$ cat config.mk
export PLATFORM = sky130hd
export DESIGN_NAME = mem_access_ctrl_flat
export DESIGN_NICKNAME = d
export VERILOG_FILES = /design/src/rtl/mem_access_ctrl_if.sv /design/src/rtl/mem_access_ctrl.sv /design/src/flat_wrapper.sv
export SDC_FILE = /design/constraint.sdc
export NUM_CORES = 1
export LEC_CHECK = 0
export BUFFER_PORTS_ARGS = -buffer_cell sky130_fd_sc_hd__buf_2
export CELL_PAD_IN_SITES_DETAIL_PLACEMENT = 1
export CELL_PAD_IN_SITES_GLOBAL_PLACEMENT = 1
export CORE_UTILIZATION = 40
export CTS_CLUSTER_SIZE = 16
export DETAILED_ROUTE_END_ITERATION = 6
export GPL_ROUTABILITY_DRIVEN = 0
export PLACE_DENSITY_LB_ADDON = 0.1
export SLEW_MARGIN = 5
export SYNTH_ARGS = -nofsm -noshare
export SYNTH_HDL_FRONTEND = slang
export SYNTH_SLANG_ARGS = --single-unit
export TNS_END_PERCENT = 10
$ cat constraint.sdc
create_clock -name clk -period 2.2 [get_ports clk]
set_input_delay 0 -clock clk [delete_from_list [all_inputs] [get_ports clk]]
set_output_delay 0 -clock clk [all_outputs]
set_load 0.1 [all_outputs]
$ cat src/rtl/mem_access_ctrl_if.sv
// Request/response channel bundle between an AXI-MM-style requester (master)
// and mem_access_ctrl (slave).
interface mem_access_ctrl_if #(
  parameter int DATAW = 8,
  parameter int ADDRW = 9,
  parameter int IDW   = 4
);
  logic             wr_valid;
  logic             wr_ready;
  logic [ADDRW-1:0] wr_addr;
  logic [DATAW-1:0] wr_data;
  logic             wr_resp_valid;
  logic             wr_resp_ready;

  logic             rd_valid;
  logic             rd_ready;
  logic [ADDRW-1:0] rd_addr;
  logic [IDW-1:0]   rd_id;
  logic             rd_resp_valid;
  logic             rd_resp_ready;
  logic [DATAW-1:0] rd_resp_data;
  logic [IDW-1:0]   rd_resp_id;

  modport master (
    output wr_valid, wr_addr, wr_data, wr_resp_ready,
    output rd_valid, rd_addr, rd_id, rd_resp_ready,
    input  wr_ready, wr_resp_valid,
    input  rd_ready, rd_resp_valid, rd_resp_data, rd_resp_id
  );

  modport slave (
    input  wr_valid, wr_addr, wr_data, wr_resp_ready,
    input  rd_valid, rd_addr, rd_id, rd_resp_ready,
    output wr_ready, wr_resp_valid,
    output rd_ready, rd_resp_valid, rd_resp_data, rd_resp_id
  );
endinterface

$ cat src/rtl/mem_access_ctrl.sv
// Initiator-side controller for a registered memory with 2-cycle read latency:
// tags reads through the latency pipe, buffers responses, and counts write acks.
module mem_access_ctrl #(
  parameter int DATAW      = 8,
  parameter int DEPTH      = 512,
  parameter int ADDRW      = $clog2(DEPTH),
  parameter int IDW        = 4,
  parameter int RSP_DEPTH  = 4,
  parameter int WR_ACK_MAX = 4
) (
  input  logic             clk,
  input  logic             rst,
  mem_access_ctrl_if.slave bus,
  output logic [ADDRW-1:0] o_mem_waddr,
  output logic             o_mem_wen,
  output logic [DATAW-1:0] o_mem_wdata,
  output logic [ADDRW-1:0] o_mem_raddr,
  input  logic [DATAW-1:0] i_mem_rdata
);
  localparam int PTRW = (RSP_DEPTH > 1) ? $clog2(RSP_DEPTH) : 1;
  localparam int CNTW = $clog2(RSP_DEPTH + 1);
  localparam int SUMW = CNTW + 1;
  localparam int ACKW = $clog2(WR_ACK_MAX + 1);

  localparam logic [PTRW-1:0] PTR_LAST = PTRW'(RSP_DEPTH - 1);
  localparam logic [SUMW-1:0] RSP_LIM  = SUMW'(RSP_DEPTH);
  localparam logic [ACKW-1:0] ACK_LIM  = ACKW'(WR_ACK_MAX);

  logic             w_wrAccept;
  logic             w_rdAccept;
  logic             w_wrAck;
  logic             w_push;
  logic             w_pop;
  logic             w_rspValid;
  logic [SUMW-1:0]  w_credUsed;

  logic             r_v1;
  logic             r_v2;
  logic [IDW-1:0]   r_id1;
  logic [IDW-1:0]   r_id2;

  logic [DATAW-1:0] r_fifoData [RSP_DEPTH];
  logic [IDW-1:0]   r_fifoId   [RSP_DEPTH];
  logic [PTRW-1:0]  r_wrPtr;
  logic [PTRW-1:0]  r_rdPtr;
  logic [CNTW-1:0]  r_count;

  logic [ACKW-1:0]  r_ackCnt;

  // Credit counts reads still in the latency pipe plus queued responses, so
  // every accepted read already owns a FIFO slot when its data arrives.
  assign w_credUsed = SUMW'(r_v1) + SUMW'(r_v2) + SUMW'(r_count);

  assign bus.wr_ready = !rst && (r_ackCnt < ACK_LIM);
  assign bus.rd_ready = !rst && (w_credUsed < RSP_LIM);

  assign w_wrAccept = bus.wr_valid && bus.wr_ready;
  assign w_rdAccept = bus.rd_valid && bus.rd_ready;

  assign o_mem_wen   = w_wrAccept;
  assign o_mem_waddr = rst ? '0 : bus.wr_addr;
  assign o_mem_wdata = rst ? '0 : bus.wr_data;
  assign o_mem_raddr = rst ? '0 : bus.rd_addr;

  assign bus.wr_resp_valid = !rst && (r_ackCnt != '0);
  assign w_wrAck           = bus.wr_resp_valid && bus.wr_resp_ready;

  assign w_rspValid        = !rst && (r_count != '0);
  assign bus.rd_resp_valid = w_rspValid;
  assign bus.rd_resp_data  = w_rspValid ? r_fifoData[r_rdPtr] : '0;
  assign bus.rd_resp_id    = w_rspValid ? r_fifoId[r_rdPtr]   : '0;

  assign w_push = r_v2;
  assign w_pop  = w_rspValid && bus.rd_resp_ready;

  always_ff @(posedge clk) begin
    if (rst) begin
      r_v1  <= 1'b0;
      r_v2  <= 1'b0;
      r_id1 <= '0;
      r_id2 <= '0;
    end else begin
      r_v1  <= w_rdAccept;
      r_id1 <= bus.rd_id;
      r_v2  <= r_v1;
      r_id2 <= r_id1;
    end
  end

  always_ff @(posedge clk) begin
    if (w_push) begin
      r_fifoData[r_wrPtr] <= i_mem_rdata;
      r_fifoId[r_wrPtr]   <= r_id2;
    end
  end

  always_ff @(posedge clk) begin
    if (rst) begin
      r_wrPtr <= '0;
      r_rdPtr <= '0;
      r_count <= '0;
    end else begin
      if (w_push) begin
        r_wrPtr <= (r_wrPtr == PTR_LAST) ? '0 : r_wrPtr + PTRW'(1);
      end
      if (w_pop) begin
        r_rdPtr <= (r_rdPtr == PTR_LAST) ? '0 : r_rdPtr + PTRW'(1);
      end
      if (w_push && !w_pop) begin
        r_count <= r_count + CNTW'(1);
      end else if (!w_push && w_pop) begin
        r_count <= r_count - CNTW'(1);
      end
    end
  end

  always_ff @(posedge clk) begin
    if (rst) begin
      r_ackCnt <= '0;
    end else if (w_wrAccept && !w_wrAck) begin
      r_ackCnt <= r_ackCnt + ACKW'(1);
    end else if (!w_wrAccept && w_wrAck) begin
      r_ackCnt <= r_ackCnt - ACKW'(1);
    end
  end
endmodule

$ cat src/flat_wrapper.sv
// flat-port wrapper written by rule: the top's interface ports become plain ports
module mem_access_ctrl_flat 
#(
  parameter int DATAW      = 8,
  parameter int DEPTH      = 512,
  parameter int ADDRW      = $clog2(DEPTH),
  parameter int IDW        = 4,
  parameter int RSP_DEPTH  = 4,
  parameter int WR_ACK_MAX = 4
)
  (clk, rst, o_mem_waddr, o_mem_wen, o_mem_wdata, o_mem_raddr, i_mem_rdata, bus_wr_valid, bus_wr_addr, bus_wr_data, bus_wr_resp_ready, bus_rd_valid, bus_rd_addr, bus_rd_id, bus_rd_resp_ready, bus_wr_ready, bus_wr_resp_valid, bus_rd_ready, bus_rd_resp_valid, bus_rd_resp_data, bus_rd_resp_id);
  mem_access_ctrl_if #(.DATAW(DATAW), .ADDRW(ADDRW), .IDW(IDW)) bus_i ();
  input  logic clk;
  input  logic rst;
  output logic [ADDRW-1:0] o_mem_waddr;
  output logic o_mem_wen;
  output logic [DATAW-1:0] o_mem_wdata;
  output logic [ADDRW-1:0] o_mem_raddr;
  input  logic [DATAW-1:0] i_mem_rdata;
  input wire logic [$bits(bus_i.wr_valid)-1:0] bus_wr_valid;
  input wire logic [$bits(bus_i.wr_addr)-1:0] bus_wr_addr;
  input wire logic [$bits(bus_i.wr_data)-1:0] bus_wr_data;
  input wire logic [$bits(bus_i.wr_resp_ready)-1:0] bus_wr_resp_ready;
  input wire logic [$bits(bus_i.rd_valid)-1:0] bus_rd_valid;
  input wire logic [$bits(bus_i.rd_addr)-1:0] bus_rd_addr;
  input wire logic [$bits(bus_i.rd_id)-1:0] bus_rd_id;
  input wire logic [$bits(bus_i.rd_resp_ready)-1:0] bus_rd_resp_ready;
  output wire logic [$bits(bus_i.wr_ready)-1:0] bus_wr_ready;
  output wire logic [$bits(bus_i.wr_resp_valid)-1:0] bus_wr_resp_valid;
  output wire logic [$bits(bus_i.rd_ready)-1:0] bus_rd_ready;
  output wire logic [$bits(bus_i.rd_resp_valid)-1:0] bus_rd_resp_valid;
  output wire logic [$bits(bus_i.rd_resp_data)-1:0] bus_rd_resp_data;
  output wire logic [$bits(bus_i.rd_resp_id)-1:0] bus_rd_resp_id;
  assign bus_i.wr_valid = bus_wr_valid;
  assign bus_i.wr_addr = bus_wr_addr;
  assign bus_i.wr_data = bus_wr_data;
  assign bus_i.wr_resp_ready = bus_wr_resp_ready;
  assign bus_i.rd_valid = bus_rd_valid;
  assign bus_i.rd_addr = bus_rd_addr;
  assign bus_i.rd_id = bus_rd_id;
  assign bus_i.rd_resp_ready = bus_rd_resp_ready;
  assign bus_wr_ready = bus_i.wr_ready;
  assign bus_wr_resp_valid = bus_i.wr_resp_valid;
  assign bus_rd_ready = bus_i.rd_ready;
  assign bus_rd_resp_valid = bus_i.rd_resp_valid;
  assign bus_rd_resp_data = bus_i.rd_resp_data;
  assign bus_rd_resp_id = bus_i.rd_resp_id;
  mem_access_ctrl #(.DATAW(DATAW), .DEPTH(DEPTH), .ADDRW(ADDRW), .IDW(IDW), .RSP_DEPTH(RSP_DEPTH), .WR_ACK_MAX(WR_ACK_MAX)) u_core (.clk(clk), .rst(rst), .bus(bus_i), .o_mem_waddr(o_mem_waddr), .o_mem_wen(o_mem_wen), .o_mem_wdata(o_mem_wdata), .o_mem_raddr(o_mem_raddr), .i_mem_rdata(i_mem_rdata));
endmodule
Yosys cells after proc, flatten, opt, wreduce, memory -nomap -nowiden

Memories as Yosys holds them, arrays and structs flattened. A register that Yosys moved wholly into a read port is not among the register bits.
Cells that the tools add are included.

Memories kept: 2
Output and inout bits: 43
Flip-flop bits (word level): 20
Memory bits (writable): 48

Memories:

| memory            | words | bits a word | rd ports | clocked after memory_dff | write ports | RTL line              | source |
|---|---|---|---|---|---|---|---|
| u_core.r_fifoData | 4     | 8           | 1        | 1                        | 1           | mem_access_ctrl.sv:42 | `logic [DATAW-1:0] r_fifoData [RSP_DEPTH];` |
| u_core.r_fifoId   | 4     | 4           | 1        | 1                        | 1           | mem_access_ctrl.sv:43 | `logic [IDW-1:0] r_fifoId [RSP_DEPTH];` |

Muxes and demuxes: 17
Reductions and logical operators: 21
$lt $le $gt $ge: 2
Eq/ne operators: 2
Add/sub/neg operators: 8

Operators with widths:

| kind                                                                          | count |
|---|---|
| 9-bit 2-to-1 mux                                                              | 2 |
| 8-bit 2-to-1 mux                                                              | 2 |
| 1-bit logical AND                                                             | 12 |
| 2-bit 2-to-1 mux                                                              | 6 |
| 3-bit 2-to-1 mux                                                              | 4 |
| 3-bit by 1-bit adder with 3-bit output (second input constant)                | 2 |
| 3-bit nonzero test                                                            | 2 |
| 3-bit by 1-bit subtractor with 3-bit output (second input constant)           | 2 |
| 1-bit logical NOT                                                             | 5 |
| 2-bit by 1-bit adder with 2-bit output (second input constant)                | 2 |
| 4-bit by 3-bit adder with 4-bit output                                        | 1 |
| 2-bit equality test (second input constant)                                   | 2 |
| 4-bit by 3-bit less-than comparator with 1-bit output (second input constant) | 1 |
| 4-bit 2-to-1 mux                                                              | 1 |
| 2-bit nonzero test                                                            | 2 |
| 3-bit less-than comparator (second input constant)                            | 1 |
| 1-bit by 1-bit adder with 2-bit output                                        | 1 |
| 1-bit 2-to-1 mux                                                              | 2 |

Logic depth before layout (Yosys ltp)

Depth in word-level cells: 7
Depth in mapped cells: 10
Gate-level depth less buffers: 9

Worst setup path after synthesis

OpenSTA, ideal clock, no wires.

Path type: register to register
From: register u_core.r_ackCnt[2]
To: register u_core.r_ackCnt[2]
Path buffers: 0
Setup slack: -1,692 ps
Stages on the path, launching flop included: 9
Library setup time: 70 ps
Arrival time: 3,822 ps
Period minus slack after synthesis: 3,892 ps
Cells stage by stage: dfxtp_1 -> nor2_1 -> and2_1 -> ha_1 -> inv_1 -> fa_1 -> xor2_1 -> or3_1 -> a21oi_1

Cells in the longest elaborated chain, start to end: 6

RTL lines:

| what                           | RTL line               | source |
|---|---|---|
| start: declaration             | mem_access_ctrl.sv:48  | `logic [ACKW-1:0] r_ackCnt;` |
| start signal: assignment       | mem_access_ctrl.sv:121 | `r_ackCnt <= r_ackCnt + ACKW'(1);` |
| start signal: assignment       | mem_access_ctrl.sv:123 | `r_ackCnt <= r_ackCnt - ACKW'(1);` |
| 3-bit less-than comparator (*) | mem_access_ctrl.sv:54  | `assign bus.wr_ready = !rst && (r_ackCnt < ACK_LIM);` |
| 1-bit logical AND (*)          | mem_access_ctrl.sv:54  |  |
| named net bus_wr_ready         | flat_wrapper.sv:28     | `output wire logic [$bits(bus_i.wr_ready)-1:0] bus_wr_ready;` |
| 1-bit logical AND (*)          | mem_access_ctrl.sv:57  | `assign w_wrAccept = bus.wr_valid && bus.wr_ready;` |
| named net o_mem_wen            | flat_wrapper.sv:16     | `output logic o_mem_wen;` |
| 1-bit logical NOT              | mem_access_ctrl.sv:122 | `end else if (!w_wrAccept && w_wrAck) begin` |
| 1-bit logical AND              | mem_access_ctrl.sv:122 |  |
| 2-bit nonzero test (no line)   | -                      |  |

Mark *: on every way through the listed nets, which the timed path passes. The rest lies on a longest branch. The select of a mux whose other input is x is not followed.
A chain may end at the register's enable or synchronous reset.

Final worst setup path

From: register u_core.r_v2
To: output port bus_rd_ready

Cells in the longest elaborated chain, start to end: 4

RTL lines:

| what                                                  | RTL line              | source |
|---|---|---|
| start: declaration                                    | mem_access_ctrl.sv:38 | `logic r_v2;` |
| start signal: assignment                              | mem_access_ctrl.sv:85 | `r_v2 <= r_v1;` |
| 1-bit by 1-bit adder with 2-bit output                | mem_access_ctrl.sv:52 | `assign w_credUsed = SUMW'(r_v1) + SUMW'(r_v2) + SUMW'(r_count);` |
| 4-bit by 3-bit adder with 4-bit output                | mem_access_ctrl.sv:52 |  |
| 4-bit by 3-bit less-than comparator with 1-bit output | mem_access_ctrl.sv:55 | `assign bus.rd_ready = !rst && (w_credUsed < RSP_LIM);` |
| 1-bit logical AND                                     | mem_access_ctrl.sv:55 |  |
| end: declaration                                      | flat_wrapper.sv:30    | `output wire logic [$bits(bus_i.rd_ready)-1:0] bus_rd_ready;` |

Every way passes these cells.

==> impl_metrics.ini <==
[clocking]
numCtsBuffers = 9
htree_levels = 3
root_buffer = clkbuf_8
cts_tree = done
numClockSinks = 70
cts_buffer_depth = 2
clk_latency_ns = 0.34
clk_pin_slew_ns = 0.07

[worst_setup_path]
crit_chain = ha_1 > ha_1 > or3_1 > a31oi_2 > buf_2
r2r_end = u_core.r_count[2]
worstPathRequired_ns = 2.20
reg2reg_from = u_core.r_count[1]
startpoint_type = flip-flop
r2r_cells = 9
crit_arrival_ns = 2.06
rrSetupSlack_ns = 0.18
crit_top_cell = ha_1
cp_max_fo = 8
critPathMaxStageDelay_ns = 0.45
critPathKind = reg2out
cp-end-kind = output pin
cp_num_buf_inv = 1
crit_slowest_cell = buf_2
cp_top_family = buffers and inverters

[route]
wirelength_um = 5783
avgRoutedWirePerCell_um = 14.31
vias = 1879
drc = 0
drtIter0Drc = 21
drtPass1Iterations = 4
drtAntennaViolNets = 0
via_per_inst = 4.651

[sta]
drv_slew = 0
finalSetupViolations = 0
final_hold_viol_count = 0
rsz0062_at_grt = false
min_period_ns = 2.060
timing.hold.ws_ns = 0.04941
max_freq_mhz = 485.4
period_share_pct = 93.65
relSlewSlack_pct = 57.15
worst_slew_pin_slew_ns = 0.6428
fin_skew_ns = 0.005548

[min_path]
whs_path_depth = 2
holdPathEnd = u_core.r_ackCnt[0]
min_from = rst
hp-class = in2reg

[floorplan]
ios = 87
die_area_um2 = 7649
core-area_um2 = 6907
num_rows = 30
die_w_um = 87.46
start_util_pct = 42.30
die_height_um = 87.46

[global_route]
first_global_vias = 1943
grt_first_pass_wirelength_um = 9045
grt_overflow_total = 0
grt_util_all_layers_pct = 16.06
grt_max_degree = 35
antenna_found_initial = 0

[power_and_ir_drop]
vdd_drop_max_uv = 700.1
p_leak_nw = 1.594
p_per_area_nw_per_um2 = 989.4

[synthesis]
syn_inst = 194
synth.area.top_cells = edfxtp_1 49%, dfxtp_1 15%, nor2b_1 7.9%
synth_top_area_share_pct = 49.34
yosysWarnings = 0
synth_cell_type_count = 23
synth-seq-cells = 70
synth_top_area_cell = edfxtp_1
seq_area_frac_synth_pct = 64.41
syn_avg_cell_area_um2 = 15.06
synth_nets = 249
synth_area_um2 = 2922

[layout]
area_delta_synth_final_pct = 32.59
final_nets = 358
fin_area_um2 = 3874
antenna_cells = 0
drive_gt1_share_pct = 41.88

[run]
drv_cap = 0

[outcome]
status = completed

[placed_design]
dpl.hpwl_um = 4011
port_buffers = 86
postPlaceCellArea_um2 = 3523
[worst max-delay path by stage]
stage	start	end	slack, ns	depth (start not counted)
finish	u_core.r_v2	bus_rd_ready	0.14	5
global route	u_core.r_v2	bus_rd_ready	0.006	5
CTS	u_core.r_count[0]	u_core.r_count[2]	0.05	9
detailed placement	u_core.r_count[0]	u_core.r_count[2]	0.08	9
global placement	u_core.r_count[0]	u_core.r_count[2]	0.19	9
floorplan	u_core.r_ackCnt[2]	u_core.r_ackCnt[2]	-0.26	8
[cell families after synthesis]
group | share of synthesized area, %
adder cells (fa/ha/maj) | 5.225
flip-flops | 64.41
AND/OR/NAND/NOR | 14.56
buffers and inverters | 2.055
XOR/XNOR | 1.199
AO/OA/AOI/OAI | 0.8995
multiplexers | 11.65
[cell usage after synthesis]
| cell type | count |
|---|---|
| ha_1 | 9 |
| mux2_2 | 2 |
| nor2_1 | 11 |
| fa_1 | 2 |
| o21ai_0 | 2 |
| dfxtp_1 | 22 |
| mux4_1 | 2 |
| edfxtp_1 | 48 |
| nor2b_1 | 37 |
| and2_1 | 18 |
| nor3_1 | 2 |
| mux2i_1 | 4 |
| a21oi_1 | 2 |
| buf_6 | 1 |
| mux4_2 | 10 |
| or3_1 | 3 |
| clkbuf_1 | 4 |
| a31oi_1 | 1 |
| xor2_1 | 4 |
| buf_2 | 3 |
| nand2_1 | 1 |
| nor3b_1 | 1 |
| inv_1 | 5 |
[cell usage in the layout (no fill, tap or decap)]
cell type	n
nor3b_1	1
nor3_2	2
clkinv_2	2
xor2_1	4
edfxtp_1	48
ha_1	8
or3_1	3
o21ai_0	2
a31oi_2	1
a21oi_1	2
nor2_4	2
nor2_1	9
clkbuf_16	1
and2_4	1
mux2_2	2
fa_1	1
nor2b_1	37
dlygate4sd3_1	13
mux4_1	2
clkbuf_8	9
ha_4	1
clkinv_4	2
fa_2	1
mux4_2	10
nand2_1	1
dfxtp_1	21
buf_4	7
dfxtp_2	1
buf_2	86
inv_1	5
clkbuf_1	1
mux2i_1	4
and2_1	17
bufinv_16	1
[state kept, by name (all words and copies together), names as in the netlist, named ones only]
| register | flops |
|---|---|
| u_core.r_id2 | 4 |
| u_core.r_v2 | 1 |
| u_core.r_v1 | 1 |
| u_core.r_wrPtr | 2 |
| u_core.r_ackCnt | 3 |
| u_core.r_count | 3 |
| u_core.r_fifoData | 32 |
| u_core.r_fifoId | 16 |
| u_core.r_rdPtr | 2 |
| u_core.r_id1 | 4 |
[where the power goes]
part / switching, mW / total (mW) / internal (mW) / leakage (nW)
Clock: 0.468 / 1.06 / 0.593 / 0.108
Combinational: 0.872 / 1.22 / 0.349 / 0.868
Sequential: 0.0744 / 1.55 / 1.48 / 0.617
[worst reg2reg max path: stages, from the launching register on]
cell and delay [ns]:
dfxtp_1 0.36, nor3_2 0.21, nor3b_1 0.10, inv_1 0.07, ha_1 0.17, inv_1 0.06, fa_1 0.38, xor2_1 0.16
or3_1 0.30, a21oi_1 0.13
[area by class of cell]
type                            count  area [µm²]
Tap cell                           96       120.1
Timing Repair Buffer              106       613.1
Fill cell                         743        3033
Sequential cell                    70        1883
Clock inverter                      5       57.56
Inverter                            5       18.77
Multi-Input combinational cell    111        1028
Clock buffer                       11       152.6
[through the flow]
step           total power, mW  std cells  TNS [ns]  util, %  worst slack [ns]
4_1_cts                  3.871        404         0    55.94           0.04971
3_3_place_gp             2.760        375         0    51.01            0.1864
5_1_grt                  4.005        404         0    56.09          0.005981
6_report                 3.833        404         0    56.09            0.1397
3_5_place_dp             2.789        375         0    51.01           0.07581
2_1_floorplan            2.566        194   -0.3699        -           -0.2629
[repair_timing]
| item | 4_1_cts | 5_1_grt |
|---|---|---|
| hold buffers | 13 | 0 |
| gates resized for setup | 0 | 2 |
| endpoints found under the hold margin | 37 | 0 |
| buffers inserted | 0 | 0 |
| endpoints found under the setup margin | 0 | 2 |
[routing by layer]
layer  track usage (%)  share of wire, %  vias to the layer above
li1                  -                 -                      905
met1             17.76                41                      903
met2             29.62                53                       61
met3             3.033               4.3                       10
met4             7.452               1.2                        0
met5                 0                 0                        -
Power figures use the tool's default switching activity.
